===== src/rtl/tetris_input_pkg.sv =====
// Shared types and constants for the Tetris board-input path.
// Used by the key channels and by the key repeat controller.
package tetris_input_pkg;

  typedef enum logic [1:0] {
    IDLE   = 2'd0,
    DELAY  = 2'd1,
    REPEAT = 2'd2
  } key_fsm_t;

  localparam int NUM_KEYS  = 4;
  localparam int KEY_ROT   = 0;
  localparam int KEY_RIGHT = 1;
  localparam int KEY_LEFT  = 2;
  localparam int KEY_DROP  = 3;

  // One counter width serves debounce, DAS and ARR so every compare is exact.
  function automatic int cnt_width(input int deb, input int das, input int arr);
    int m;
    m = deb;
    if (das > m) m = das;
    if (arr > m) m = arr;
    return $clog2(m + 1);
  endfunction

endpackage


===== src/rtl/key_channel.sv =====
// One KEY input: 2-FF synchronizer, tick-paced debounce, and the
// DAS/ARR auto-repeat state machine that produces the fire strobe.
module key_channel
  import tetris_input_pkg::*;
#(
  parameter int DEB_TICKS = 2,
  parameter int DAS_TICKS = 20,
  parameter int ARR_TICKS = 5,
  parameter bit REPEAT_EN = 1'b1
) (
  input  logic CLOCK_50,
  input  logic resetn,
  input  logic tick_i,
  input  logic key_n_i,
  output logic key_held_o,
  output logic fire_o
);

  localparam int CNT_W = cnt_width(DEB_TICKS, DAS_TICKS, ARR_TICKS);
  localparam logic [CNT_W-1:0] DEB_LAST = CNT_W'(DEB_TICKS - 1);
  localparam logic [CNT_W-1:0] DAS_LAST = CNT_W'(DAS_TICKS - 1);
  localparam logic [CNT_W-1:0] ARR_LAST = CNT_W'(ARR_TICKS - 1);
  localparam logic [CNT_W-1:0] CNT_ONE  = CNT_W'(1);

  logic [1:0]       sync_q;
  logic             k_s;
  logic             held_q;
  logic [CNT_W-1:0] deb_cnt_q;
  key_fsm_t         state_q;
  logic [CNT_W-1:0] cnt_q;
  logic             das_done;
  logic             arr_done;

  // NOTE: sequential state uses non-blocking (<=) so every flop samples
  // pre-edge values; blocking here would create order-dependent races.
  always_ff @(posedge CLOCK_50) begin
    if (!resetn) begin
      sync_q <= '0;
    end else begin
      sync_q <= {sync_q[0], ~key_n_i};
    end
  end

  assign k_s = sync_q[1];

  always_ff @(posedge CLOCK_50) begin
    if (!resetn) begin
      held_q    <= 1'b0;
      deb_cnt_q <= '0;
    end else if (tick_i) begin
      if (k_s != held_q) begin
        if (deb_cnt_q == DEB_LAST) begin
          held_q    <= k_s;
          deb_cnt_q <= '0;
        end else begin
          deb_cnt_q <= deb_cnt_q + CNT_ONE;
        end
      end else begin
        deb_cnt_q <= '0;
      end
    end
  end

  assign das_done = (cnt_q == DAS_LAST);
  assign arr_done = (cnt_q == ARR_LAST);

  // NOTE: every always_comb output gets a default first, so no path can
  // leave it unassigned and infer a latch.
  always_comb begin
    fire_o = 1'b0;
    if (tick_i && held_q) begin
      case (state_q)
        IDLE:    fire_o = 1'b1;
        DELAY:   fire_o = REPEAT_EN && das_done;
        REPEAT:  fire_o = arr_done;
        default: fire_o = 1'b0;
      endcase
    end
  end

  // Without repeat, DELAY parks the counter at DAS_LAST instead of wrapping.
  always_ff @(posedge CLOCK_50) begin
    if (!resetn) begin
      state_q <= IDLE;
      cnt_q   <= '0;
    end else if (tick_i) begin
      case (state_q)
        IDLE: begin
          cnt_q <= '0;
          if (held_q) state_q <= DELAY;
        end
        DELAY: begin
          if (!held_q) begin
            state_q <= IDLE;
            cnt_q   <= '0;
          end else if (REPEAT_EN && das_done) begin
            state_q <= REPEAT;
            cnt_q   <= '0;
          end else if (!das_done) begin
            cnt_q <= cnt_q + CNT_ONE;
          end
        end
        REPEAT: begin
          if (!held_q) begin
            state_q <= IDLE;
            cnt_q   <= '0;
          end else if (arr_done) begin
            cnt_q <= '0;
          end else begin
            cnt_q <= cnt_q + CNT_ONE;
          end
        end
        default: begin
          state_q <= IDLE;
          cnt_q   <= '0;
        end
      endcase
    end
  end

  assign key_held_o = held_q;

endmodule


===== src/rtl/key_repeat_ctrl.sv =====
// Four debounced, auto-repeating KEY channels feeding the game FSM, with
// left/right mutual cancel and registered one-cycle action pulses.
module key_repeat_ctrl
  import tetris_input_pkg::*;
#(
  parameter int                    DEB_TICKS   = 2,
  parameter int                    DAS_TICKS   = 20,
  parameter int                    ARR_TICKS   = 5,
  parameter logic [NUM_KEYS-1:0]   REPEAT_MASK = 4'b1110
) (
  input  logic                CLOCK_50,
  input  logic                resetn,
  input  logic                tick_input,
  input  logic [NUM_KEYS-1:0] key_n,
  output logic [NUM_KEYS-1:0] act_pulse,
  output logic [NUM_KEYS-1:0] key_held
);

  logic [NUM_KEYS-1:0] fire;
  logic [NUM_KEYS-1:0] held;
  logic [NUM_KEYS-1:0] pulse_d;
  logic [NUM_KEYS-1:0] pulse_q;

  for (genvar i = 0; i < NUM_KEYS; i++) begin : g_ch
    key_channel #(
      .DEB_TICKS (DEB_TICKS),
      .DAS_TICKS (DAS_TICKS),
      .ARR_TICKS (ARR_TICKS),
      .REPEAT_EN (REPEAT_MASK[i])
    ) u_ch (
      .CLOCK_50   (CLOCK_50),
      .resetn     (resetn),
      .tick_i     (tick_input),
      .key_n_i    (key_n[i]),
      .key_held_o (held[i]),
      .fire_o     (fire[i])
    );
  end

  // Both directions held: suppress the moves but let both FSMs keep counting.
  always_comb begin
    pulse_d = fire;
    if (held[KEY_LEFT] && held[KEY_RIGHT]) begin
      pulse_d[KEY_LEFT]  = 1'b0;
      pulse_d[KEY_RIGHT] = 1'b0;
    end
  end

  always_ff @(posedge CLOCK_50) begin
    if (!resetn) begin
      pulse_q <= '0;
    end else begin
      pulse_q <= pulse_d;
    end
  end

  assign act_pulse = pulse_q;
  assign key_held  = held;

endmodule


===== config.mk =====
export PLATFORM = sky130hd
export DESIGN_NAME = key_repeat_ctrl
export DESIGN_NICKNAME = d
export VERILOG_FILES = /design/src/rtl/tetris_input_pkg.sv /design/src/rtl/key_channel.sv /design/src/rtl/key_repeat_ctrl.sv
export SDC_FILE = /design/constraint.sdc
export NUM_CORES = 1
export LEC_CHECK = 0
export ABC_AREA = 1
export CAP_MARGIN = 20
export CORE_UTILIZATION = 60
export DETAILED_ROUTE_END_ITERATION = 12
export PLACE_DENSITY = 0.77
export SLEW_MARGIN = 20
export SYNTH_ARGS = -nofsm -noshare
export SYNTH_HDL_FRONTEND = slang
export SYNTH_SLANG_ARGS = --single-unit

===== constraint.sdc =====
create_clock -name CLOCK_50 -period 3.35 [get_ports CLOCK_50]
set_clock_uncertainty 0.1 [all_clocks]
set_input_delay 0.8375 -clock CLOCK_50 [delete_from_list [all_inputs] [get_ports CLOCK_50]]
set_output_delay 0.8375 -clock CLOCK_50 [all_outputs]
set_load 0.1 [all_outputs]

After elaboration in Yosys (flattened, before gate mapping)
Index checks and enable logic that the tools add are counted.
{ "word_totals": {"output_inout_bits": 8, "input_bits": 7, "regBits": 64} }
{ "classes": {"bitwise_logic": 7, "reduce_logical": 23, "mux": 50, "n_eq_ne": 36, "addsub": 8} }
{ "op_table": {"columns": ["op", "count"], "rows": [
  ["$mux W5", 24],
  ["$add A5 B1 Y5 const B", 8],
  ["$pmux W5 S2", 4],
  ["$mux W2", 14],
  ["$eq A5 B1 Y1 const B", 4],
  ["$eq A5 B3 Y1 const B", 4],
  ["$eq A5 B5 Y1 const B", 4],
  ["$pmux W2 S3", 3],
  ["$reduce_and A3 Y1", 5],
  ["$ne A3 B3 Y1 const B", 4],
  ["$reduce_and A4 Y1", 3],
  ["$pmux W1 S3", 3],
  ["$eq A2 B1 Y1 const B", 4],
  ["$eq A2 B2 Y1 const B", 4],
  ["$logic_not A2 Y1", 4],
  ["$ne A2 B1 Y1 const B", 4],
  ["$ne A2 B2 Y1 const B", 4],
  ["$not A1 Y1", 7],
  ["$reduce_and A2 Y1", 3],
  ["$reduce_or A3 Y1", 2],
  ["$logic_and A1 B1 Y1", 5],
  ["$ne A1 B1 Y1", 4],
  ["$pmux W2 S2", 1],
  ["$pmux W1 S2", 1],
  ["$reduce_or A2 Y1", 1]
]} }

Logic depth before layout (Yosys ltp)
Gate-level depths: netlist of the first run.
{ "depth": {"ltp_word": 4, "depth_mapped": 9, "mapped_depth_nobuf": 9} }

Modules after synthesis
Synthesis of the first run repeated with hierarchy kept, for this count alone.
{ "unflattened": {"cells_unflattened": 473, "area_unflattened_um2": 3294.4} }
{ "by_module_without_submodules": {"columns": ["mod", "seq_area_each_um2", "area_per_inst_um2", "cells_per_inst", "n_inst"], "rows": [
  ["key_channel at g_ch[1].u_ch ...", 300.3, 904.6, 131, 2],
  ["key_channel at g_ch[3].u_ch", 300.3, 912.1, 133, 1],
  ["key_channel at g_ch[0].u_ch", 180.2, 455.4, 64, 1],
  ["key_repeat_ctrl", 80.1, 117.6, 14, 1]
]} }

Least setup slack after synthesis of the first run
Ideal clock, no wire load.
{ "synth_path": {"path_type": "reg2out", "from": "reg pulse_q[0], in the netlist act_pulse[0]", "to": "out act_pulse[0]", "path_slack_ns": 1.504, "stages_incl_launch_ff": 1, "required_ns": 2.413, "t_arrival_ns": 0.909, "path_cell_list": "dfxtp_1"} }
{ "synth_lines": {"columns": ["item", "line_no", "source"], "rows": [
  ["from (decl)", "key_repeat_ctrl.sv:22", "logic [NUM_KEYS-1:0] pulse_q;"],
  ["from (signal assigned)", "key_repeat_ctrl.sv:53", "pulse_q <= pulse_d;"],
  ["to (decl)", "key_repeat_ctrl.sv:15", "output logic [NUM_KEYS-1:0] act_pulse,"]
]} }
No word-level cell between the ends.

==> results.ini, run 1 <==
[sta]
fmaxAchievable_mhz = 482
timing.setup.tns_ns = 0
finalSetupViolCount = 0
max-slew-margin-rel = 0.533
grt_setup_unrepaired = false
layout_min_cycle_time_ns = 2.07
finalHoldViolations = 0
portion_of_the_clock_cycle_consumed_by_the_worst_path_in_the_final_layout = 0.619
worstMarginPinSlew_ns = 0.700
hold-worst-slack_ns = 0.312
final-max-slew-violation-count = 0

[finish]
antenna_cells = 0
finish.utilization = 0.696
num-nets-final = 474
finish.instance_area_sq_um = 3350
areaGrowthSynthToFinish_pct = 9.98
drive_above_1_share = 0.0632

[logic_synthesis]
synth_area_leaders = sky130_fd_sc_hd__dfxtp_1 (38%), sky130_fd_sc_hd__nand2_1 (12%), sky130_fd_sc_hd__ha_1 (12%), sky130_fd_sc_hd__inv_1 (7.8%), sky130_fd_sc_hd__nand3_1 (6.6%)
synth_top_flop_cell = sky130_fd_sc_hd__dfxtp_1
synthArstFlopShare = 0
synth_enable_flop_cells = 0
synth_top_cell_by_area = sky130_fd_sc_hd__dfxtp_1
post_synth_inst_count = 423
post_synth_instance_area_sq_um = 3050
yosysTopAreaCellShare = 0.381
synthesis.nets = 459
synth.yosys.seq_area_share = 0.381
ys.warnings.count = 0
post_synth_most_frequent_cells = sky130_fd_sc_hd__nand2_1 (97), sky130_fd_sc_hd__inv_1 (63), sky130_fd_sc_hd__dfxtp_1 (58)
post_synth.cell_area_avg_sq_um = 7.21
netlist-cell-type-count = 22
synthMostInstantiatedCell = sky130_fd_sc_hd__nand2_1
number_of_register_bits_inferred_by_synthesis = 58

[floorplan]
core.rowCount = 25
floorplan.initialDensity = 0.633
die_height_um = 73.3
die_area_sq_um = 5370
die-width_um = 73.3
ioPinCount = 15
floorplan.core_area_sq_um = 4820

[global_route]
antenna_violations_before_repair = 0
grt_pass1_wl_um = 9580
globalRouteMet3Util = 0.0494
largest_net_degree_at_the_start_of_global_routing = 27
first_global_vias = 2232
global_route.usage.met2 = 0.387
grt.overflow.total = 0
grt_total_usage = 0.237
gr-max-usage-layer = met2
met1_usage = 0.288

[worst_setup_path]
worstPathArrival_ns = 2.24
rr_endpoint = g_ch[2].u_ch.state_q[0]
critPathCaptureType = flop
reg2reg_setup_slack_ns = 1.90
criticalPathCategory = in -> reg
critical_path.reg2reg.startpoint = g_ch[2].u_ch.state_q[0]
reg2regPathDepth = 8
worst_ep_required_time_ns = 3.52
critical_path_peak_fanout = 26
worstSetupStartpointType = primary input

[drt]
dr_total_vias = 2593
drt_pass1_iterations = 5
routed_via_density = 5.08
antenna_left = 0
post_drt_wl_per_cell_um = 11.2
initialDrtViolationCount = 106
drc = 0
routed_wl_um = 5710

[hold_path]
type_of_the_tightest_min_delay_check = reg -> reg
worstHoldEndpoint = g_ch[0].u_ch.sync_q[1]
worst_hold_startpoint = g_ch[0].u_ch.sync_q[0]
hold_path_depth = 2

[pwr]
irDropWorstVdd_v = 0.000437
power_per_cell_area_nw_per_um2 = 440
leakagePower_nw = 1.51

[clocking]
cts.reportedPaths.clkPinSlew_ns = 0.06
cts_made_buffers = 9
htreeDepth = 3
cts_post_setup_buffers_inserted = 0
holdBufCountCts = 0
post_cts_resize_count = 0
cts_max_path_buffers = 2
cts_root_buffer = sky130_fd_sc_hd__clkbuf_8
cts_tree = done
cts.sinks = 58
worst_skew_pair.late_latency_ns = 0.34

[flow_run]
max_cap_violations = 0

[placement]
input_output_buffers = 14
gpl.final_weighted_congestion = 0.823
place_area_sq_um = 3190
dp_hpwl_um = 3990

[status]
outcome = finished clean

stage by stage:
step	cells	worst slack, ns	total power, W
after CTS	510	1.28	0.00149
after floorplan	423	1.50	0.000897
after detailed placement	494	0.938	0.000940
after global routing	510	1.12	0.00154
after global placement	494	1.01	0.000937
final	510	1.28	0.00147
layout make-up:
cell class | instances | area (sq um)
multi-input combinational | 287 | 1550
clock buffer | 13 | 149
tap | 67 | 83.8
inverter | 64 | 240
fill | 439 | 1470
sequential | 58 | 1160
clock inverter | 3 | 15.0
timing repair buffer | 18 | 150
critical path, stage by stage:
cell and delay (ns):
sky130_fd_sc_hd__clkdlybuf4s50_1 0.51, sky130_fd_sc_hd__buf_4 0.30, sky130_fd_sc_hd__nand2_1 0.13, sky130_fd_sc_hd__nor2_1 0.14
sky130_fd_sc_hd__nand2_1 0.06, sky130_fd_sc_hd__nand2_1 0.06, sky130_fd_sc_hd__nand3_1 0.07, sky130_fd_sc_hd__a21oi_1 0.12
flip-flops by register name, indices dropped and copies added (netlist names):
| signal | cells |
|---|---|
| act_pulse | 4 |
| g_ch.u_ch.state_q | 7 |
| g_ch.u_ch.cnt_q | 15 |
| g_ch.u_ch.deb_cnt_q | 20 |
| g_ch.u_ch.sync_q | 8 |
| g_ch.u_ch.key_held_o | 4 |
cells by family (layout without fill, tap and decap cells):
kind of cell | Yosys count | after routing | share of synthesized area
buffers and inverters | 78 | 98 | 0.110
adders and majority gates | 29 | 29 | 0.119
and+or+nand+nor | 196 | 196 | 0.273
xor gates and xnor gates | 11 | 11 | 0.0316
DFF | 58 | 58 | 0.381
AOI/OAI and AO/OA | 51 | 51 | 0.0858
routing by layer:
| layer | part of all wire | up-vias |
|---|---|---|
| met5 | 0 | - |
| met2 | 0.45 | 51 |
| met1 | 0.49 | 1154 |
| met3 | 0.034 | 18 |
| met4 | 0.025 | 0 |
| li1 | - | 1370 |
cell usage in the layout (no fill, tap or decap):
master	n
sky130_fd_sc_hd__nand2_1	97
sky130_fd_sc_hd__nor4_1	2
sky130_fd_sc_hd__nor3_1	7
sky130_fd_sc_hd__a21oi_2	1
sky130_fd_sc_hd__inv_1	63
sky130_fd_sc_hd__buf_4	12
sky130_fd_sc_hd__o21ai_1	3
sky130_fd_sc_hd__or2_0	4
sky130_fd_sc_hd__clkbuf_1	3
sky130_fd_sc_hd__nor2_2	1
sky130_fd_sc_hd__a21oi_1	35
sky130_fd_sc_hd__nand4_1	8
sky130_fd_sc_hd__clkbuf_8	10
sky130_fd_sc_hd__xor2_1	11
sky130_fd_sc_hd__nand3_1	40
sky130_fd_sc_hd__clkdlybuf4s50_1	6
sky130_fd_sc_hd__dfxtp_1	58
sky130_fd_sc_hd__nor2_1	37
sky130_fd_sc_hd__o211ai_1	1
sky130_fd_sc_hd__clkinv_2	3
sky130_fd_sc_hd__ha_1	29
sky130_fd_sc_hd__inv_2	1
sky130_fd_sc_hd__o21ai_0	11
power by group:
group	internal [W]	total [W]	switching, W	leakage (nW)
clock network	0.000285	0.000548	0.000263	0.0872
registers	0.000714	0.000737	0.0000223	0.471
logic	0.0000636	0.000189	0.000125	0.956
total	0.00106	0.00147	0.000411	1.51
worst max path at each step:
stage / end / cells after the start / slack (ns) / startpoint
2_1_floorplan: act_pulse[0] / 0 / 1.50 / act_pulse[0]
3_3_place_gp: g_ch[3].u_ch.cnt_q[4] / 8 / 1.01 / tick_input
3_5_place_dp: g_ch[3].u_ch.cnt_q[4] / 8 / 0.94 / tick_input
4_1_cts: key_held[2] / 1 / 1.28 / g_ch[2].u_ch.key_held_o
5_1_grt: g_ch[1].u_ch.cnt_q[4] / 8 / 1.12 / tick_input
6_report: g_ch[3].u_ch.cnt_q[4] / 8 / 1.28 / tick_input
Power figures use the tool's default switching activity.
==> run 2, diff against run 1 <==
--- a/config.mk
+++ b/config.mk
@@ -7,9 +7,9 @@
 export LEC_CHECK = 0
 export ABC_AREA = 1
 export CAP_MARGIN = 20
-export CORE_UTILIZATION = 60
+export CORE_UTILIZATION = 54
 export DETAILED_ROUTE_END_ITERATION = 12
-export PLACE_DENSITY = 0.77
+export PLACE_DENSITY = 0.74
 export SLEW_MARGIN = 20
 export SYNTH_ARGS = -nofsm -noshare
 export SYNTH_HDL_FRONTEND = slang
==> constraint.sdc (replaced) <==
create_clock -name CLOCK_50 -period 1.9 [get_ports CLOCK_50]
set_clock_uncertainty 0.1 [all_clocks]
set_input_delay 0.475 -clock CLOCK_50 [delete_from_list [all_inputs] [get_ports CLOCK_50]]
set_output_delay 0.475 -clock CLOCK_50 [all_outputs]
set_load 0.1 [all_outputs]
==> results.ini, run 2 (synthesis gave the netlist of run 1 again) <==
[sta]
fin_ws_ns = 0.226  ; was 1.28 ns
finalHoldViolations = 0  ; unchanged
fmaxAchievable_mhz = 598
layout_min_cycle_time_ns = 1.67
grt_setup_unrepaired = false  ; unchanged
max-slew-margin-rel = 0.797  ; was 0.533
worstMarginPinSlew_ns = 0.303  ; was 0.700 ns
portion_of_the_clock_cycle_consumed_by_the_worst_path_in_the_final_layout = 0.881
finalSetupViolCount = 0  ; unchanged
final-max-slew-violation-count = 0  ; unchanged
timing.setup.tns_ns = 0  ; unchanged

[worst_setup_path]
critical_path_peak_fanout = 12  ; was 26
critPathCaptureType = flop  ; unchanged
worstSetupStartpointType = primary input  ; unchanged
reg2regPathDepth = 7  ; was 8
critical_path_depth = 8  ; unchanged
worst_ep_required_time_ns = 2.07  ; was 3.52 ns
rr_endpoint = g_ch[2].u_ch.state_q[1]  ; was g_ch[2].u_ch.state_q[0]
criticalPathCategory = in -> reg  ; unchanged
critPathMostFrequentCell = sky130_fd_sc_hd__nand2_1  ; unchanged
worst-path-buf-inv = 2  ; unchanged
crit_path_cell_trace = clkdlybuf4s50_1, buf_4, nand2_1, nor2_1, nand2_1, nand2_1, nand3_1, a21oi_1  ; unchanged
worstPathArrival_ns = 1.84  ; was 2.24 ns
critical_path.top_delay_family = buffers and inverters  ; unchanged
slowest_stage_cell_crit_path = sky130_fd_sc_hd__clkdlybuf4s50_1  ; unchanged
cp_slowest_stage_delay_ns = 0.60  ; was 0.51 ns
reg2reg_setup_slack_ns = 0.46  ; was 1.90 ns
critical_path.reg2reg.startpoint = g_ch[2].u_ch.state_q[0]  ; unchanged

[finish]
mostFrequentLayoutCell = sky130_fd_sc_hd__nand2_1  ; unchanged
largest_register_ff_count = 20  ; unchanged
final_cell_mix = sky130_fd_sc_hd__nand2_1 (97), sky130_fd_sc_hd__inv_1 (63), sky130_fd_sc_hd__dfxtp_1 (58)  ; unchanged
drive_above_1_share = 0.0844  ; was 0.0632
finish.instance_area_sq_um = 3560  ; was 3350 sq um
areaGrowthSynthToFinish_pct = 16.7  ; was 9.98%
regs_by_ff_count = g_ch.u_ch.deb_cnt_q x20, g_ch.u_ch.cnt_q x15, g_ch.u_ch.sync_q x8  ; unchanged
largest_register = g_ch.u_ch.deb_cnt_q  ; unchanged
antenna_cells = 0  ; unchanged
finish.utilization = 0.675  ; was 0.696
num-nets-final = 482  ; was 474

[placement]
gpl.final_weighted_congestion = 0.831  ; was 0.823
dp_hpwl_um = 4390  ; was 3990 um
place_area_sq_um = 3360  ; was 3190 sq um
setup_slack_placement_ns = -0.0931  ; was 0.938 ns
input_output_buffers = 14  ; unchanged

[pwr]
leakagePower_nw = 1.59  ; was 1.51 nW
irDropWorstVdd_v = 0.000586  ; was 0.000437 V
power_per_cell_area_nw_per_um2 = 780  ; was 440 nW/um^2
design_power_total_w = 0.00278  ; was 0.00147 W

[global_route]
antenna_violations_before_repair = 0  ; unchanged
first_global_vias = 2307  ; was 2232
grt_total_usage = 0.213  ; was 0.237
largest_net_degree_at_the_start_of_global_routing = 23  ; was 27
grt_pass1_wl_um = 10100  ; was 9580 um
grt.overflow.total = 0  ; unchanged

[hold_path]
hold_path_depth = 2  ; unchanged
worstHoldEndpoint = g_ch[1].u_ch.sync_q[1]  ; was g_ch[0].u_ch.sync_q[1]
type_of_the_tightest_min_delay_check = reg -> reg  ; unchanged
worst_hold_startpoint = g_ch[1].u_ch.sync_q[0]  ; was g_ch[0].u_ch.sync_q[0]

[floorplan]
floorplan.initialDensity = 0.578  ; was 0.633
floorplan.core_area_sq_um = 5270  ; was 4820 sq um
die_area_sq_um = 5950  ; was 5370 sq um
die_height_um = 77.1  ; was 73.3 um
die-width_um = 77.1  ; was 73.3 um
core.rowCount = 26  ; was 25
ioPinCount = 15  ; unchanged

[clocking]
cts_post_setup_buffers_inserted = 0  ; unchanged
cts.sinks = 58  ; unchanged
cts_root_buffer = sky130_fd_sc_hd__clkbuf_8  ; unchanged
cts.reportedPaths.clkPinSlew_ns = 0.07  ; was 0.06 ns
cts_max_path_buffers = 2  ; unchanged
worst_skew_pair.late_latency_ns = 0.33  ; was 0.34 ns
cts_made_buffers = 9  ; unchanged
post_cts_resize_count = 0  ; unchanged
holdBufCountCts = 0  ; unchanged
htreeDepth = 3  ; unchanged
cts_tree = done  ; unchanged

[drt]
routed_via_density = 4.97  ; was 5.08
routed_wl_um = 5960  ; was 5710 um
antenna_left = 0  ; unchanged
drt_pass1_iterations = 4  ; was 5
post_drt_wl_per_cell_um = 11.5  ; was 11.2 um
initialDrtViolationCount = 109  ; was 106
dr_total_vias = 2583  ; was 2593
drc = 0  ; unchanged

[status]
outcome = finished clean  ; unchanged

[flow_run]
max_cap_violations = 0  ; unchanged

## run 2: changes by cell type in the layout (fill, tap and decap cells not counted), sizes merged
| cell | delta |
|---|---|
| bufinv | +1 |
| clkinv | -1 |
| clkbuf | -3 |
| buf | +8 |
| clkinvlp | +2 |
## run 2: how the worst max path moves through the flow
stage,from,to,slack (ns)
2_1_floorplan,act_pulse[0],act_pulse[0],0.42
3_3_place_gp,tick_input,g_ch[1].u_ch.cnt_q[4],-0.03
3_5_place_dp,tick_input,g_ch[3].u_ch.cnt_q[4],-0.09
4_1_cts,g_ch[2].u_ch.key_held_o,key_held[2],0.27
5_1_grt,tick_input,g_ch[3].u_ch.cnt_q[4],0.14
6_report,tick_input,g_ch[3].u_ch.cnt_q[4],0.23
## run 2: per-stage QoR
stage / cells / hold slack (ns)
final: 520 / 0.317
after global routing: 520 / 0.338
after CTS: 520 / 0.319
after detailed placement: 505 / 0.307
after global placement: 505 / 0.308
after floorplan: 423 / 0.290
## run 2: report_power, final
part	switching (W)	internal [W]	leakage (nW)	total, W
clock	0.000480	0.000628	0.0941	0.00111
combinational	0.000227	0.000139	1.02	0.000366
sequential	0.0000431	0.00126	0.471	0.00130
## run 2: final cells by class
class	count	area [sq um]
well taps	70	87.6
flip-flops and latches	58	1160
inverters	64	240
fillers	445	1710
multi-input cells	287	1550
clock buffers	10	138
repair buffers	26	323
clock inverters	5	55.1
## run 2: metal layers
layer | global-route usage | up-vias | share of wire | routed length (um)
li1 | - | 1387 | - | -
met1 | 0.258 | 1153 | 0.48 | 2890
met2 | 0.364 | 33 | 0.47 | 2810
met3 | 0.0321 | 10 | 0.025 | 149
met4 | 0.108 | 0 | 0.018 | 109
met5 | 0 | - | 0 | 0
## run 2: worst register-to-register path: cells and delay by family (launching register included)
family	cells	cell delay (ns)
fa+ha+maj	1	0.22
buf+inv	1	0.11
flops	1	0.40
compound gates	2	0.31
simple gates	3	0.23
==> run 3, diff against run 2 <==
--- a/config.mk
+++ b/config.mk
@@ -7,9 +7,10 @@
 export LEC_CHECK = 0
 export ABC_AREA = 1
 export CAP_MARGIN = 20
-export CORE_UTILIZATION = 54
+export CORE_UTILIZATION = 56
+export CTS_BUF_LIST = sky130_fd_sc_hd__clkbuf_2
 export DETAILED_ROUTE_END_ITERATION = 12
-export PLACE_DENSITY = 0.74
+export PLACE_DENSITY = 0.76
 export SLEW_MARGIN = 20
 export SYNTH_ARGS = -nofsm -noshare
 export SYNTH_HDL_FRONTEND = slang
==> results.ini, run 3 (synthesis gave the netlist of run 1 again) <==
[status]
outcome = finished clean  ; unchanged

[global_route]
largest_net_degree_at_the_start_of_global_routing = 18  ; was 23
grt.overflow.total = 0  ; unchanged
first_global_vias = 2384  ; was 2307
grt_pass1_wl_um = 9880  ; was 10100 um
antenna_violations_before_repair = 0  ; unchanged
grt_total_usage = 0.231  ; was 0.213

[floorplan]
die_height_um = 75.8  ; was 77.1 um
ioPinCount = 15  ; unchanged
core.rowCount = 26  ; unchanged
floorplan.initialDensity = 0.589  ; was 0.578
floorplan.core_area_sq_um = 5170  ; was 5270 sq um
die_area_sq_um = 5740  ; was 5950 sq um
die-width_um = 75.8  ; was 77.1 um

[drt]
post_drt_wl_per_cell_um = 11.0  ; was 11.5 um
drc = 0  ; unchanged
routed_wl_um = 5830  ; was 5960 um
drt_pass1_iterations = 4  ; unchanged
dr_total_vias = 2645  ; was 2583
antenna_left = 0  ; unchanged
routed_via_density = 5.00  ; was 4.97
initialDrtViolationCount = 134  ; was 109

[clocking]
cts_post_setup_buffers_inserted = 0  ; unchanged
cts.sinks = 58  ; unchanged
cts.reportedPaths.clkPinSlew_ns = 0.16  ; was 0.07 ns
cts_max_path_buffers = 2  ; unchanged
holdBufCountCts = 0  ; unchanged
htreeDepth = 3  ; unchanged
worst_skew_pair.late_latency_ns = 0.47  ; was 0.33 ns
post_cts_resize_count = 0  ; unchanged
cts_made_buffers = 9  ; unchanged
cts_root_buffer = sky130_fd_sc_hd__clkbuf_2  ; was sky130_fd_sc_hd__clkbuf_8
cts_tree = done  ; unchanged

[placement]
input_output_buffers = 14  ; unchanged
dp_hpwl_um = 4390  ; about the same
gpl.final_weighted_congestion = 0.888  ; was 0.831
dpl.cell_count = 513  ; was 505

[worst_setup_path]
critPathCaptureType = output port  ; was flop
critical_path_peak_fanout = 6  ; was 12
worstSetupStartpointType = flop  ; was primary input
critical_path.reg2reg.startpoint = g_ch[2].u_ch.state_q[0]  ; unchanged
critical_path.top_delay_family = flip-flops  ; was buffers and inverters
slowest_stage_cell_crit_path = sky130_fd_sc_hd__dfxtp_1  ; was sky130_fd_sc_hd__clkdlybuf4s50_1
worst_setup_path_startpoint = g_ch[2].u_ch.key_held_o  ; was tick_input
criticalPathCategory = reg -> out  ; was in -> reg
worstPathArrival_ns = 1.23  ; was 1.84 ns
worst-path-buf-inv = 1  ; was 2
worst_ep_required_time_ns = 1.32  ; was 2.07 ns
crit_path_cell_trace = buf_12  ; was clkdlybuf4s50_1, buf_4, nand2_1, nor2_1, nand2_1, nand2_1, nand3_1, a21oi_1
cp_slowest_stage_delay_ns = 0.54  ; was 0.60 ns

[finish]
mostFrequentLayoutCell = sky130_fd_sc_hd__nand2_1  ; unchanged
num-nets-final = 490  ; was 482
nFillCells = 448  ; was 445
stdcell_count = 529  ; was 520
final_cell_mix = sky130_fd_sc_hd__nand2_1 (97), sky130_fd_sc_hd__inv_1 (63), sky130_fd_sc_hd__dfxtp_1 (58)  ; unchanged
largest_register = g_ch.u_ch.deb_cnt_q  ; unchanged
areaGrowthSynthToFinish_pct = 14.5  ; was 16.7%
antenna_cells = 0  ; unchanged
drive_above_1_share = 0.0959  ; was 0.0844
regs_by_ff_count = g_ch.u_ch.deb_cnt_q x20, g_ch.u_ch.cnt_q x15, g_ch.u_ch.sync_q x8  ; unchanged
largest_register_ff_count = 20  ; unchanged

[sta]
final-max-slew-violation-count = 0  ; unchanged
portion_of_the_clock_cycle_consumed_by_the_worst_path_in_the_final_layout = 0.951  ; was 0.881
hold-worst-slack_ns = 0.327  ; was 0.317 ns
grt_setup_unrepaired = false  ; unchanged
worstMarginPinSlew_ns = 0.326  ; was 0.303 ns
layout_min_cycle_time_ns = 1.81  ; was 1.67 ns
finalSetupViolCount = 0  ; unchanged
finalHoldViolations = 0  ; unchanged
max-slew-margin-rel = 0.783  ; was 0.797
fmaxAchievable_mhz = 553  ; was 598 MHz

[flow_run]
max_cap_violations = 0  ; unchanged

[pwr]
leakagePower_nw = 1.58  ; was 1.59 nW
irDropWorstVdd_v = 0.000492  ; was 0.000586 V
power_per_cell_area_nw_per_um2 = 652  ; was 780 nW/um^2

[hold_path]
worst_hold_startpoint = g_ch[1].u_ch.sync_q[0]  ; unchanged
type_of_the_tightest_min_delay_check = reg -> reg  ; unchanged

-- run 3: layout make-up --
type                    instances  area [sq um]  area share
multi-input cells             287          1550       0.445
flip-flops and latches         58          1160       0.333
repair buffers                 34           370       0.106
inverters                      64           240      0.0689
well taps                      70          87.6      0.0251
clock buffers                  11          55.1      0.0158
clock inverters                 5          21.3     0.00610
-- run 3: final timing paths --
kind,slack (ns),depth (start not counted),end
setup / recovery,0.09,1,key_held[2]
hold / removal,0.33,2,g_ch[1].u_ch.sync_q[1]
setup reg to reg,0.48,8,g_ch[2].u_ch.state_q[0]
hold reg to reg,0.33,2,g_ch[1].u_ch.sync_q[1]
-- run 3: routing by layer --
| layer | share of wire | GRT usage | vias to the layer above |
|---|---|---|---|
| met3 | 0.031 | 0.0595 | 11 |
| met1 | 0.46 | 0.268 | 1191 |
| met2 | 0.49 | 0.402 | 43 |
| met5 | 0 | 0 | - |
| met4 | 0.016 | 0.0988 | 0 |
| li1 | - | - | 1400 |
-- run 3: worst reg2reg max path, stage by stage, from the launching register on --
cell	delay [ns]
sky130_fd_sc_hd__dfxtp_1	0.42
sky130_fd_sc_hd__inv_1	0.10
sky130_fd_sc_hd__ha_1	0.23
sky130_fd_sc_hd__nand2_1	0.09
sky130_fd_sc_hd__nand2_1	0.06
sky130_fd_sc_hd__a21oi_2	0.14
sky130_fd_sc_hd__nand2_1	0.08
sky130_fd_sc_hd__nand2_1	0.06
sky130_fd_sc_hd__a21oi_1	0.05
-- run 3: report_power, final --
group / switching (W) / total [W] / internal [W]
clock: 0.000432 / 0.000599 / 0.000167
sequential: 0.0000420 / 0.00130 / 0.00126
combinational: 0.000228 / 0.000375 / 0.000147
total: 0.000702 / 0.00228 / 0.00157
-- run 3: through the flow --
step                setup slack (ns)  setup TNS [ns]  area [sq um]  power, W  utilization
floorplan                      0.416               0          3050   0.00158            -
global placement              0.0110               0          3410   0.00169        0.660
detailed placement           -0.0325         -0.0957          3410   0.00170        0.660
CTS                           0.0671               0          3490   0.00230        0.674
global route                  0.0255               0          3490   0.00241        0.674
finish                        0.0927               0          3490   0.00228        0.674
